## src/rtl/reg_arb_pkg.sv

```systemverilog
// Purpose: shared operation and FSM state encodings for the reg_arb register arbiter.
// Latency: n/a (types and helpers only).
// Backpressure: n/a.
package reg_arb_pkg;

   // Operation a requester asks to perform on the shared register
   typedef enum logic [1:0] {
      OP_LOAD   = 2'b00,
      OP_CLEAR  = 2'b01,
      OP_SET    = 2'b10,
      OP_TOGGLE = 2'b11
   } op_e;

   // Transaction sequencer states; every non-idle state lasts exactly one cycle
   typedef enum logic [1:0] {
      ST_IDLE  = 2'b00,
      ST_GRANT = 2'b01,
      ST_APPLY = 2'b10,
      ST_DONE  = 2'b11
   } state_e;

   // Requester index to one-hot requester vector
   function automatic logic [1:0] idx_to_onehot(input logic idx);
      return idx ? 2'b10 : 2'b01;
   endfunction

endpackage

```

## src/rtl/reg_arb_rr.sv

```systemverilog
// Purpose: two-requester round-robin winner select (combinational).
// Latency: zero cycles; winner follows req/pointer in the same cycle.
// Backpressure: none; pointer only matters when both requesters contend.
module reg_arb_rr
   import reg_arb_pkg::*;
(
   input  logic [1:0] req,
   input  logic       pointer,
   output logic [1:0] winner
);

   // A lone request always wins; on contention the pointer picks the requester
   always_comb begin
      winner = req;
      if (req == 2'b11) begin
         winner = idx_to_onehot(pointer);
      end
   end

endmodule

```

## src/rtl/reg_arb.sv

```systemverilog
// Purpose: arbitrates two requesters onto one shared WIDTH-bit register (LOAD/CLEAR/SET/TOGGLE); optional REG_ARB_LOCK_EN adds a lock input that keeps priority on the last winner.
// Latency: req seen in IDLE at cycle 0 -> gnt cycle 1 -> q updated and done pulse cycle 3 -> IDLE cycle 4.
// Backpressure: requests arriving while busy are held off until the next IDLE cycle; dropping req during GRANT aborts with no side effects.
module reg_arb
   import reg_arb_pkg::*;
#(
   parameter int WIDTH = 8
) (
   input  logic             clk,
   input  logic             res_n,
   input  logic [1:0]       req,
   input  logic [1:0]       op0,
   input  logic [1:0]       op1,
   input  logic [WIDTH-1:0] data0,
   input  logic [WIDTH-1:0] data1,
`ifdef REG_ARB_LOCK_EN
   input  logic [1:0]       lock,
`endif
   output logic [1:0]       gnt,
   output logic [1:0]       done,
   output logic [WIDTH-1:0] q,
   output logic             busy
);

   state_e           r_state;
   state_e           w_state_nxt;
   logic             r_ptr;
   logic             r_win;
   op_e              r_op;
   logic [WIDTH-1:0] r_data;
   logic [WIDTH-1:0] r_q;

   logic [1:0]       w_win_oh;
   logic             w_win_idx;
   logic             w_arb;
   logic             w_cap;
   logic             w_apply;
   logic             w_ptr_upd;
   logic             w_ptr_nxt;
   logic [WIDTH-1:0] w_q_nxt;

   reg_arb_rr u_rr (
      .req     (req),
      .pointer (r_ptr),
      .winner  (w_win_oh)
   );

   assign w_win_idx = (w_win_oh == 2'b10);
   assign q         = r_q;

`ifdef REG_ARB_LOCK_EN
   // A locked winner keeps the pointer so it also wins the next contention
   assign w_ptr_nxt = lock[r_win] ? r_win : ~r_win;
`else
   assign w_ptr_nxt = ~r_win;
`endif

   // State register; reset abandons any transaction in flight
   always_ff @(posedge clk or negedge res_n) begin
      if (!res_n) begin
         r_state <= ST_IDLE;
      end else begin
         r_state <= w_state_nxt;
      end
   end

   // Next-state decode and per-state outputs
   always_comb begin
      w_state_nxt = r_state;
      gnt         = 2'b00;
      done        = 2'b00;
      busy        = 1'b1;
      w_arb       = 1'b0;
      w_cap       = 1'b0;
      w_apply     = 1'b0;
      w_ptr_upd   = 1'b0;
      case (r_state)
         ST_IDLE: begin
            busy = 1'b0;
            if (req != 2'b00) begin
               w_arb       = 1'b1;
               w_state_nxt = ST_GRANT;
            end
         end
         ST_GRANT: begin
            gnt = idx_to_onehot(r_win);
            if (req[r_win]) begin
               w_cap       = 1'b1;
               w_state_nxt = ST_APPLY;
            end else begin
               w_state_nxt = ST_IDLE;
            end
         end
         ST_APPLY: begin
            w_apply     = 1'b1;
            w_state_nxt = ST_DONE;
         end
         ST_DONE: begin
            done        = idx_to_onehot(r_win);
            w_ptr_upd   = 1'b1;
            w_state_nxt = ST_IDLE;
         end
         default: begin
            w_state_nxt = ST_IDLE;
         end
      endcase
   end

   // Latch the arbitration winner when leaving IDLE
   always_ff @(posedge clk or negedge res_n) begin
      if (!res_n) begin
         r_win <= 1'b0;
      end else if (w_arb) begin
         r_win <= w_win_idx;
      end
   end

   // Capture only the winner's op/data at the edge leaving GRANT
   always_ff @(posedge clk or negedge res_n) begin
      if (!res_n) begin
         r_op   <= OP_LOAD;
         r_data <= '0;
      end else if (w_cap) begin
         r_op   <= r_win ? op_e'(op1) : op_e'(op0);
         r_data <= r_win ? data1 : data0;
      end
   end

   // New register value computed from the captured operation
   always_comb begin
      w_q_nxt = r_q;
      case (r_op)
         OP_LOAD:   w_q_nxt = r_data;
         OP_CLEAR:  w_q_nxt = '0;
         OP_SET:    w_q_nxt = '1;
         OP_TOGGLE: w_q_nxt = r_q ^ r_data;
         default:   w_q_nxt = r_q;
      endcase
   end

   // Shared register, written only at the edge leaving APPLY
   always_ff @(posedge clk or negedge res_n) begin
      if (!res_n) begin
         r_q <= '0;
      end else if (w_apply) begin
         r_q <= w_q_nxt;
      end
   end

   // Round-robin pointer advances once per completed transaction
   always_ff @(posedge clk or negedge res_n) begin
      if (!res_n) begin
         r_ptr <= 1'b0;
      end else if (w_ptr_upd) begin
         r_ptr <= w_ptr_nxt;
      end
   end

endmodule
```

## config.mk

```make
export PLATFORM = sky130hd
export DESIGN_NAME = reg_arb
export DESIGN_NICKNAME = d
export VERILOG_FILES = /design/src/rtl/reg_arb_pkg.sv /design/src/rtl/reg_arb_rr.sv /design/src/rtl/reg_arb.sv
export SDC_FILE = /design/constraint.sdc
export NUM_CORES = 1
export LEC_CHECK = 0
export ABC_AREA = 1
export CAP_MARGIN = 40
export CORE_ASPECT_RATIO = 1.4
export CORE_MARGIN = 2
export CORE_UTILIZATION = 30
export CTS_CLUSTER_SIZE = 12
export DETAILED_ROUTE_END_ITERATION = 6
export HOLD_SLACK_MARGIN = 0.1
export RECOVER_POWER = 100
export SYNTH_ARGS = -nofsm -noshare
export SYNTH_HDL_FRONTEND = slang
export SYNTH_SLANG_ARGS = --single-unit
```

## constraint.sdc

```tcl
create_clock -name clk -period 2 [get_ports clk]
set_input_delay 0.2 -clock clk [delete_from_list [all_inputs] [get_ports clk]]
set_output_delay 0.2 -clock clk [all_outputs]
set_load 0.02 [all_outputs]
```

==> impl_metrics.ini <==
[drt]
firstDrtPassIters = 4
viasPerCell = 4.078
ant_nets = 0
vias = 1256
avgRoutedWirePerCell_um = 8.672
route.detailed.drc = 0
first_iter_violations = 31
wirelength_mm = 2.671

[die]
die_x_um = 60.36
die_h_um = 82.90
core-area_mm2 = 0.004239
start_util = 0.3146
die_area_mm2 = 0.005003
rows = 28
io_pins = 37

[setup_path]
r2r_setup_slack_ps = 370
worst_ep_arrival_time_ps = 1630
r2r_end = q[2]
max_stage_delay_ps = 610
path_max_fanout = 4
worstSetupEndpointType = output port
critPathKind = flip-flop to output port
cp_top_family = buffers and inverters
path_cells = inv_1 -> nor2_1 -> inv_1 -> nor2_1 -> clkdlybuf4s50_1
worstPathRequired_ps = 1800
r2r_cells = 5
slowest_stage = clkdlybuf4s50_1
worstSetupStartpointType = flip-flop
cp.buffers_inverters = 3

[sta]
worstMarginPinSlew_ps = 1228
slew_headroom = 0.1811
fin_crit_sh = 0.9134
setup_tns_ps = 0
final_max_slew_viol_count = 0
min_period_ps = 1827
rsz0062_at_grt = false
timing.fmax_mhz = 547.4
setup_viol = 0
hold_viol = 0
fin_skew_ps = 1.457

[global_route]
grt_util_all_layers = 0.1193
grt_overflow = 0
antenna_found_initial = 0
grt_pass1_wl_mm = 4.726
grt_pass1_vias = 1111
grt_max_degree = 23

[synthesis]
syn-num-nets = 238
ys_seq_area_frac = 0.4128
yosys.cell_types.count = 14
synth_top_cell_by_area = dfrtp_1
netlist_instances = 214
synth_area_mm2 = 0.001334
avgSynthCellArea_um2 = 6.233
synthTopCellsByArea = dfrtp_1 41%, nand2_1 35%, inv_1 8.2%
synth_warnings = 0
ys_ff_latch = 22
yosysTopAreaCellShare = 0.4128

[final_layout]
final_layout_size_suffix_gt1_frac = 0.02419
diodes = 0
utilization = 0.4174
fin_nets = 274
area_growth_pct = 32.65

[cts]
cts.repair.resized = 0
root_buffer = clkbuf_8
cts_tree = yes
cts.path.max_buffers = 2
cts_hold_buffers = 0
h-tree-depth = 1
clk_latency_ps = 260
clock-sinks = 22
cts_made_buffers = 3
clkTransAtPathRegs_ps = 70
cts_setup_buffers = 0

[min_path]
min_to = r_state[0]
hold_depth = 1
min_from = r_state[0]
hp-class = flip-flop to flip-flop

[placed_design]
port-buffer-count = 36
post-dp-hpwl_mm = 2.040
place.gp.congestion = 0.8130

[job]
cap_violations = 0

[pwr]
powerDensity_mw_per_mm2 = 1392
ir_drop_mv = 0.6127
p_leak_nw = 0.9556

[run_status]
status = finished clean
[per-stage QoR]
stage	total power, mW	setup WS (ps)	cells	area [µm²]	hold WS [ps]
after floorplan	1.846	710.8	214	1334	-95.59
after global placement	2.270	439.2	305	1745	503.6
after detailed placement	2.296	429.9	305	1745	518.9
after CTS	2.575	122.8	308	1787	295.2
after global routing	2.773	40.63	308	1769	522.4
final	2.463	173.2	308	1769	484.7
[kinds of logic after synthesis]
logic type / synth area share
AND/OR/NAND/NOR: 0.4456
buffers and inverters: 0.1304
flip-flops: 0.4128
AO/OA/AOI/OAI: 0.01125
[metal layers]
metal,global-route usage,part of all wire,wire (µm),up-vias
li1,-,-,-,698
met1,0.1686,0.49,1315,525
met2,0.1808,0.46,1221,29
met3,0.009346,0.031,84,4
met4,0.05455,0.019,50,0
met5,0,0,0,-
[power by group]
part	total [mW]	switching, mW	internal, mW	leakage [nW]
clock network	0.270	0.136	0.134	0.0216
logic	1.30	0.758	0.539	0.668
registers	0.896	0.235	0.661	0.266
[worst max-delay path by stage]
stage                          start      to  slack (ps)  cells past startpoint
after floorplan           r_state[0]  gnt[0]         710                      5
after global placement    r_state[0]  gnt[0]         440                      5
after detailed placement  r_state[0]  gnt[1]         430                      5
after CTS                 r_state[0]  gnt[1]         120                      5
after global routing      r_state[0]  gnt[1]          40                      5
final                     r_state[0]  gnt[1]         170                      5
[state kept, by name, summed over array words and instances, names as in the netlist, named ones only]
name,cells
q,8
r_data,8
r_op,2
r_ptr,1
r_state,1
r_win,1
[layout make-up]
| cell class | instances | area (µm²) |
|---|---|---|
| tap | 60 | 75.07 |
| fill | 445 | 2470 |
| timing repair buffer | 41 | 390.4 |
| sequential | 22 | 550.5 |
| clock buffer | 3 | 41.29 |
| multi-input combinational | 152 | 599.3 |
| inverter | 30 | 112.6 |
[Yosys cell counts]
cell	instances
inv_1	29
nand2_1	123
inv_2	1
a21oi_1	2
buf_4	2
nor2_2	1
o21ai_0	1
dfrtp_1	22
nor2_4	1
nand4_1	1
nor2_1	5
buf_2	7
buf_6	1
nand3_1	18
[layout by cell type (no fill, tap or decap)]
cell,instances
dlygate4sd3_1,12
inv_1,30
nand3_1,18
nand4_1,1
clkbuf_1,2
buf_4,3
o21ai_0,1
a21oi_1,2
nor2_1,7
nand2_1,123
clkbuf_8,3
clkdlybuf4s50_1,24
dfrtp_1,22
No activity file was read; power rests on OpenSTA's default activity.
